$ cat config.mk
export PLATFORM = sky130hd
export DESIGN_NAME = lakespec_cfg_sequencer
export DESIGN_NICKNAME = d
export VERILOG_FILES = /design/src/rtl/lakespec_cfg_sequencer.sv
export SDC_FILE = /design/constraint.sdc
export NUM_CORES = 2
export LEC_CHECK = 0
export ABC_AREA = 1
export CELL_PAD_IN_SITES_DETAIL_PLACEMENT = 1
export CELL_PAD_IN_SITES_GLOBAL_PLACEMENT = 1
export CORE_AREA = 2 2 290 435
export CTS_BUF_LIST = sky130_fd_sc_hd__clkbuf_4
export CTS_CLUSTER_DIAMETER = 40
export CTS_CLUSTER_SIZE = 10
export DETAILED_ROUTE_END_ITERATION = 6
export DIE_AREA = 0 0 292 437
export GPL_ROUTABILITY_DRIVEN = 0
export GPL_TIMING_DRIVEN = 1
export PLACE_DENSITY = 0.77
export REMOVE_ABC_BUFFERS = 1
export SLEW_MARGIN = 20
export SYNTH_ARGS = -nofsm -noshare
export SYNTH_HDL_FRONTEND = slang
export SYNTH_SLANG_ARGS = --single-unit
export TNS_END_PERCENT = 10
$ cat constraint.sdc
create_clock -name clk -period 2.35 [get_ports clk]
set_clock_uncertainty 0.05 [all_clocks]
set_input_delay 0.705 -clock clk [delete_from_list [all_inputs] [get_ports clk]]
set_output_delay 0.705 -clock clk [all_outputs]
set_load 0.1 [all_outputs]
$ cat src/rtl/lakespec_cfg_sequencer.sv
// lakespec_cfg_sequencer: assembles a config_memory image from narrow config
// words, commits it atomically, then sequences the flush and run phases of a
// lakespec instance while reporting run progress.
module lakespec_cfg_sequencer #(
    parameter int CONFIG_MEMORY_SIZE = 512,
    parameter int WORD_WIDTH         = 32,
    parameter int FLUSH_CYCLES       = 4,
    parameter int CNT_WIDTH          = 32
) (
    input  logic                          clk,
    input  logic                          rst_n,
    input  logic [WORD_WIDTH-1:0]         cfg_word,
    input  logic                          cfg_valid,
    output logic                          cfg_ready,
    input  logic                          start,
    input  logic [CNT_WIDTH-1:0]          run_cycles,
    output logic [CONFIG_MEMORY_SIZE-1:0] config_memory,
    output logic                          flush,
    output logic                          cfg_loaded,
    output logic                          running,
    output logic                          done,
    output logic [63:0]                   cycle_count,
    output logic [2:0]                    dbg_state
);

    localparam int NWORDS = (CONFIG_MEMORY_SIZE + WORD_WIDTH - 1) / WORD_WIDTH;
    localparam int IDX_W  = (NWORDS > 1) ? $clog2(NWORDS) : 1;
    localparam int LAST_W = CONFIG_MEMORY_SIZE - (NWORDS - 1) * WORD_WIDTH;
    localparam int FC_W   = (FLUSH_CYCLES > 1) ? $clog2(FLUSH_CYCLES) : 1;

    localparam logic [IDX_W-1:0] LAST_IDX   = IDX_W'(NWORDS - 1);
    localparam logic [FC_W-1:0]  FLUSH_LAST = FC_W'(FLUSH_CYCLES - 1);

    localparam logic [2:0] S_IDLE  = 3'd0;
    localparam logic [2:0] S_LOAD  = 3'd1;
    localparam logic [2:0] S_READY = 3'd2;
    localparam logic [2:0] S_FLUSH = 3'd3;
    localparam logic [2:0] S_RUN   = 3'd4;
    localparam logic [2:0] S_DONE  = 3'd5;

    logic [2:0]                    state_q, state_d;
    logic [IDX_W-1:0]              idx_q, idx_d;
    logic [CONFIG_MEMORY_SIZE-1:0] shadow_q, shadow_d;
    logic [CONFIG_MEMORY_SIZE-1:0] cfg_mem_q, cfg_mem_d;
    logic                          loaded_q, loaded_d;
    logic                          flush_q, flush_d;
    logic                          running_q, running_d;
    logic                          done_q, done_d;
    logic [63:0]                   cnt_q, cnt_d;
    logic [CNT_WIDTH-1:0]          rem_q, rem_d;
    logic [FC_W-1:0]               fcnt_q, fcnt_d;

    logic                          cfg_accept;
    logic                          start_ok;
    logic [IDX_W-1:0]              widx;

    // Handshake: a word transfers on every rising edge where cfg_valid and
    // cfg_ready are both 1; cfg_ready depends only on state, never on cfg_valid,
    // so the producer may hold cfg_valid and stream one word per cycle.
    assign cfg_ready  = (state_q != S_FLUSH) && (state_q != S_RUN);
    assign cfg_accept = cfg_valid && cfg_ready;
    // A word arriving with start wins, so start needs cfg_valid low.
    assign start_ok   = start && !cfg_valid && ((state_q == S_READY) || (state_q == S_DONE));
    // Outside LOAD every accepted word begins a fresh image at word 0.
    assign widx       = (state_q == S_LOAD) ? idx_q : '0;

    assign config_memory = cfg_mem_q;
    assign flush         = flush_q;
    assign cfg_loaded    = loaded_q;
    assign running       = running_q;
    assign done          = done_q;
    assign cycle_count   = cnt_q;
    assign dbg_state     = state_q;

    // Next-state logic: word loading and commit, then flush/run sequencing.
    always_comb begin
        state_d   = state_q;
        idx_d     = idx_q;
        shadow_d  = shadow_q;
        cfg_mem_d = cfg_mem_q;
        loaded_d  = loaded_q;
        flush_d   = flush_q;
        running_d = running_q;
        done_d    = done_q;
        cnt_d     = cnt_q;
        rem_d     = rem_q;
        fcnt_d    = fcnt_q;

        if (cfg_accept) begin
            for (int k = 0; k < NWORDS - 1; k++) begin
                if (widx == IDX_W'(k)) begin
                    shadow_d[k*WORD_WIDTH +: WORD_WIDTH] = cfg_word;
                end
            end
            // The last word may straddle the image end; its excess bits are dropped.
            if (widx == LAST_IDX) begin
                shadow_d[(NWORDS-1)*WORD_WIDTH +: LAST_W] = cfg_word[LAST_W-1:0];
            end
            done_d = 1'b0;
            if (widx == LAST_IDX) begin
                cfg_mem_d = shadow_d;
                loaded_d  = 1'b1;
                idx_d     = '0;
                state_d   = S_READY;
            end else begin
                idx_d   = widx + IDX_W'(1);
                state_d = S_LOAD;
            end
        end else if (start_ok) begin
            rem_d   = run_cycles;
            cnt_d   = '0;
            done_d  = 1'b0;
            flush_d = 1'b1;
            fcnt_d  = '0;
            state_d = S_FLUSH;
        end else if (state_q == S_FLUSH) begin
            if (fcnt_q == FLUSH_LAST) begin
                flush_d = 1'b0;
                if (rem_q == '0) begin
                    done_d  = 1'b1;
                    state_d = S_DONE;
                end else begin
                    running_d = 1'b1;
                    state_d   = S_RUN;
                end
            end else begin
                fcnt_d = fcnt_q + FC_W'(1);
            end
        end else if (state_q == S_RUN) begin
            cnt_d = cnt_q + 64'd1;
            rem_d = rem_q - CNT_WIDTH'(1);
            if (rem_q == CNT_WIDTH'(1)) begin
                running_d = 1'b0;
                done_d    = 1'b1;
                state_d   = S_DONE;
            end
        end
    end

    // State registers; reset discards any partial load and the committed image.
    always_ff @(posedge clk or negedge rst_n) begin
        if (!rst_n) begin
            state_q   <= S_IDLE;
            idx_q     <= '0;
            shadow_q  <= '0;
            cfg_mem_q <= '0;
            loaded_q  <= 1'b0;
            flush_q   <= 1'b0;
            running_q <= 1'b0;
            done_q    <= 1'b0;
            cnt_q     <= '0;
            rem_q     <= '0;
            fcnt_q    <= '0;
        end else begin
            state_q   <= state_d;
            idx_q     <= idx_d;
            shadow_q  <= shadow_d;
            cfg_mem_q <= cfg_mem_d;
            loaded_q  <= loaded_d;
            flush_q   <= flush_d;
            running_q <= running_d;
            done_q    <= done_d;
            cnt_q     <= cnt_d;
            rem_q     <= rem_d;
            fcnt_q    <= fcnt_d;
        end
    end

endmodule

==> impl_metrics.ini <==
[sta]
max_freq_mhz = 355
rsz0062_at_grt = yes
finalHoldViolations = 0
tns_ns = -205.05
min_period_ns = 2.82
setup_viol = 1154
max-slew-margin-rel = 0.593
period_share = 1.20
worstMarginPinSlew_ns = 0.608
drv_slew = 0
finalWorstSetupSlack_ns = -0.468

[critical_path]
reg2reg_depth = 11
r2r_start = dbg_state[2]
path_class = reg -> out
start_kind = register
crit_fanout = 4
cp.required_ns = 1.59
cp-end-kind = output port
cp_data_arrival_time_ns = 2.06
r2r_slack_ns = -0.35
r2r-end = config_memory[70]

[status]
violations = negative setup slack
status = finished with violations

[power]
p_leak_nw = 29.0
internal_power_mw = 24.1
ir_drop_uv = 478
p_sw_frac = 0.247
pwr-share-comb = 0.032
p_switching_mw = 7.90
power_density_mw_per_mm2 = 506
power_frac_seq = 0.593
clkPwrFrac = 0.375

[die]
die_area_mm2 = 0.128
die_x_um = 292
fp.dieH_um = 437
std_cell_rows = 158
io_pins = 652
start_util = 0.379
placeableCoreArea_mm2 = 0.124

[place]
dp_hpwl_um = 123000
placed_area_mm2 = 0.0570
portBuffers = 651
dpl_worst_slack_ns = -0.388

[drt]
drt_iter0_markers = 2815
vias_per_cell = 5.50
wl_um = 190000
wl_per_cell_um = 23.8
via_count = 43900
ant_nets = 0
firstDrtPassIters = 5
drc_errors = 0

[logic_synthesis]
synth.largest_area_cell = dfrtp_1
synth_warnings = 0
ys_seq_area_frac = 0.589
synth_seq_cells = 1101
synth_top_area_frac = 0.589
ys_types = 38
synthesis.area_mm2 = 0.0468
synth_area_leaders = dfrtp_1 59%, nand2_1 11%, o21ai_0 10%
postSynthAreaPerCell_um2 = 8.52
synth_cells = 5492

[global_routing]
grt_pass1_wl_um = 285000
grt_use_met2 = 0.497
grt-busiest-layer = met2
use_met3 = 0.0486
use_met1 = 0.347
overflow = 0
antenna_found_initial = 4
grt_usage = 0.289
first_global_vias = 46900
grt_max_degree = 77

[run]
drv_cap = 0

[clock_tree]
cts_buffers = 143
cts_sinks = 1101
cts_root_buf = clkbuf_4
clk_latency_ns = 1.14
clk_pin_slew_ns = 0.11
clockBufferDepth = 3
htreeDepth = 4
cts_tree = yes

[hold_path]
hp-class = in -> reg
min_path_cells = 3
hp-start = run_cycles[17]
min_to = rem_q[17]

[layout]
final_nets = 6388
drive_above_1_share = 0.225
finish.utilization = 0.511
final_area_mm2 = 0.0631
fillers = 14000
area_delta_synth_final_pct = 34.9
## cell usage after synthesis (all sizes together)
cell type,instances
nand2,1325
dfrtp,1101
o21ai,1065
nor2,707
a21oi,510
clkbuf,229
inv,214
buf,140
nand3,83
nand4,35
nor3,26
ha,9
o22ai,9
xor2,7
or2,5
nor3b,4
a211oi,3
o21bai,3
xnor2,3
a31oi,2
nand3b,2
nor4,2
o211ai,2
o21a,2
a21o,1
and2,1
clkinv,1
o31ai,1
## critical path, stage by stage, from the launching register on
cell and delay, ns:
dfrtp_1 0.41, buf_6 0.14, inv_4 0.06, nand3_4 0.07, nand2_2 0.06, inv_2 0.05
buf_12 0.16
## cells in the final DEF (no fill, tap or decap), drive strengths merged, types with 3 or more instances in the layout
master	netlist	routed
inv	214	220
diode	0	6
ha	9	9
nor3	26	26
nand4	35	35
nor2	707	707
nor3b	4	4
clkbuf	229	164
xnor2	3	3
nand3	83	83
clkinv	1	25
bufinv	0	13
buf	140	974
a211oi	3	3
clkdlybuf4s50	0	66
clkinvlp	0	6
o21bai	3	3
o22ai	9	9
dfrtp	1101	1101
o21ai	1065	1065
xor2	7	7
nand2	1325	1325
a21oi	510	510
or2	5	5
## power groups by stage
stage          combinational, mW  clock [mW]  sequential, mW
5_1_grt                     1.12        13.0            18.9
3_5_place_dp                1.03           0            19.3
2_1_floorplan              0.118           0            19.3
6_report                    1.03        12.0            18.9
3_3_place_gp                1.02           0            19.3
4_1_cts                     1.04        12.2            18.9
## stage by stage
stage | cells | power (mW) | hold slack [ns]
6_report | 7984 | 32.0 | 0.180
5_1_grt | 7982 | 33.0 | 0.115
4_1_cts | 7960 | 32.2 | 0.0326
3_5_place_dp | 7709 | 20.3 | 0.405
3_3_place_gp | 7709 | 20.3 | 0.411
2_1_floorplan | 5123 | 19.4 | 0.359
## cell families (layout without fill, tap and decap cells)
logic type | count (synthesis) | after routing | synth area share
AND/OR/NAND/NOR | 2190 | 2190 | 0.183
XOR/XNOR | 10 | 10 | 0.00187
AO/OA/AOI/OAI | 1598 | 1598 | 0.172
adder cells (fa/ha/maj) | 9 | 9 | 0.00241
flip-flops | 1101 | 1101 | 0.589
buffers and inverters | 584 | 1470 | 0.0524
other | 0 | 6 | 0
## timing repair
item                                    in CTS  in global routing
gates cloned                                 0                  1
pin swaps                                    2                  1
resized for setup                          888                194
endpoints found under the setup margin    1187               1534
hold endpoints to repair                   782                  0
hold buffers                                 2                  0
buffers inserted                            41                 17
## final cells by class
class / instances / area (um2) / share of cell area
antenna: 6 / 15.0 / 0.000238
clock buffer: 164 / 1230 / 0.0195
clock inverter: 48 / 596 / 0.00943
inverter: 215 / 822 / 0.0130
multi-input combinational: 3807 / 17000 / 0.270
sequential: 1101 / 27800 / 0.440
tap: 1600 / 2000 / 0.0317
timing repair buffer: 1042 / 13600 / 0.216
timing repair inverter: 1 / 8.76 / 0.000139
## state kept, by name (all words and copies together), names as in the netlist, 2 cells and up
signal	cells
dbg_state	3
shadow_q	480
fcnt_q	2
cycle_count	64
config_memory	512
idx_q	4
rem_q	32
## metal layers
| layer | up-vias | share of wire | wire length [um] |
|---|---|---|---|
| li1 | 19600 | - | - |
| met1 | 22300 | 0.39 | 74600 |
| met2 | 1478 | 0.50 | 94900 |
| met3 | 477 | 0.053 | 10100 |
| met4 | 2 | 0.054 | 10300 |
| met5 | - | 0.000068 | 13 |
## how the worst max path moves through the flow
stage | startpoint | to | depth (start not counted)
6_report | dbg_state[0] | cfg_ready | 6
2_1_floorplan | dbg_state[1] | dbg_state[0] | 7
3_5_place_dp | cfg_valid | config_memory[454] | 8
4_1_cts | dbg_state[0] | cfg_ready | 6
5_1_grt | dbg_state[0] | cfg_ready | 6
3_3_place_gp | cfg_valid | config_memory[262] | 9
(Power assumes the default switching activity.)
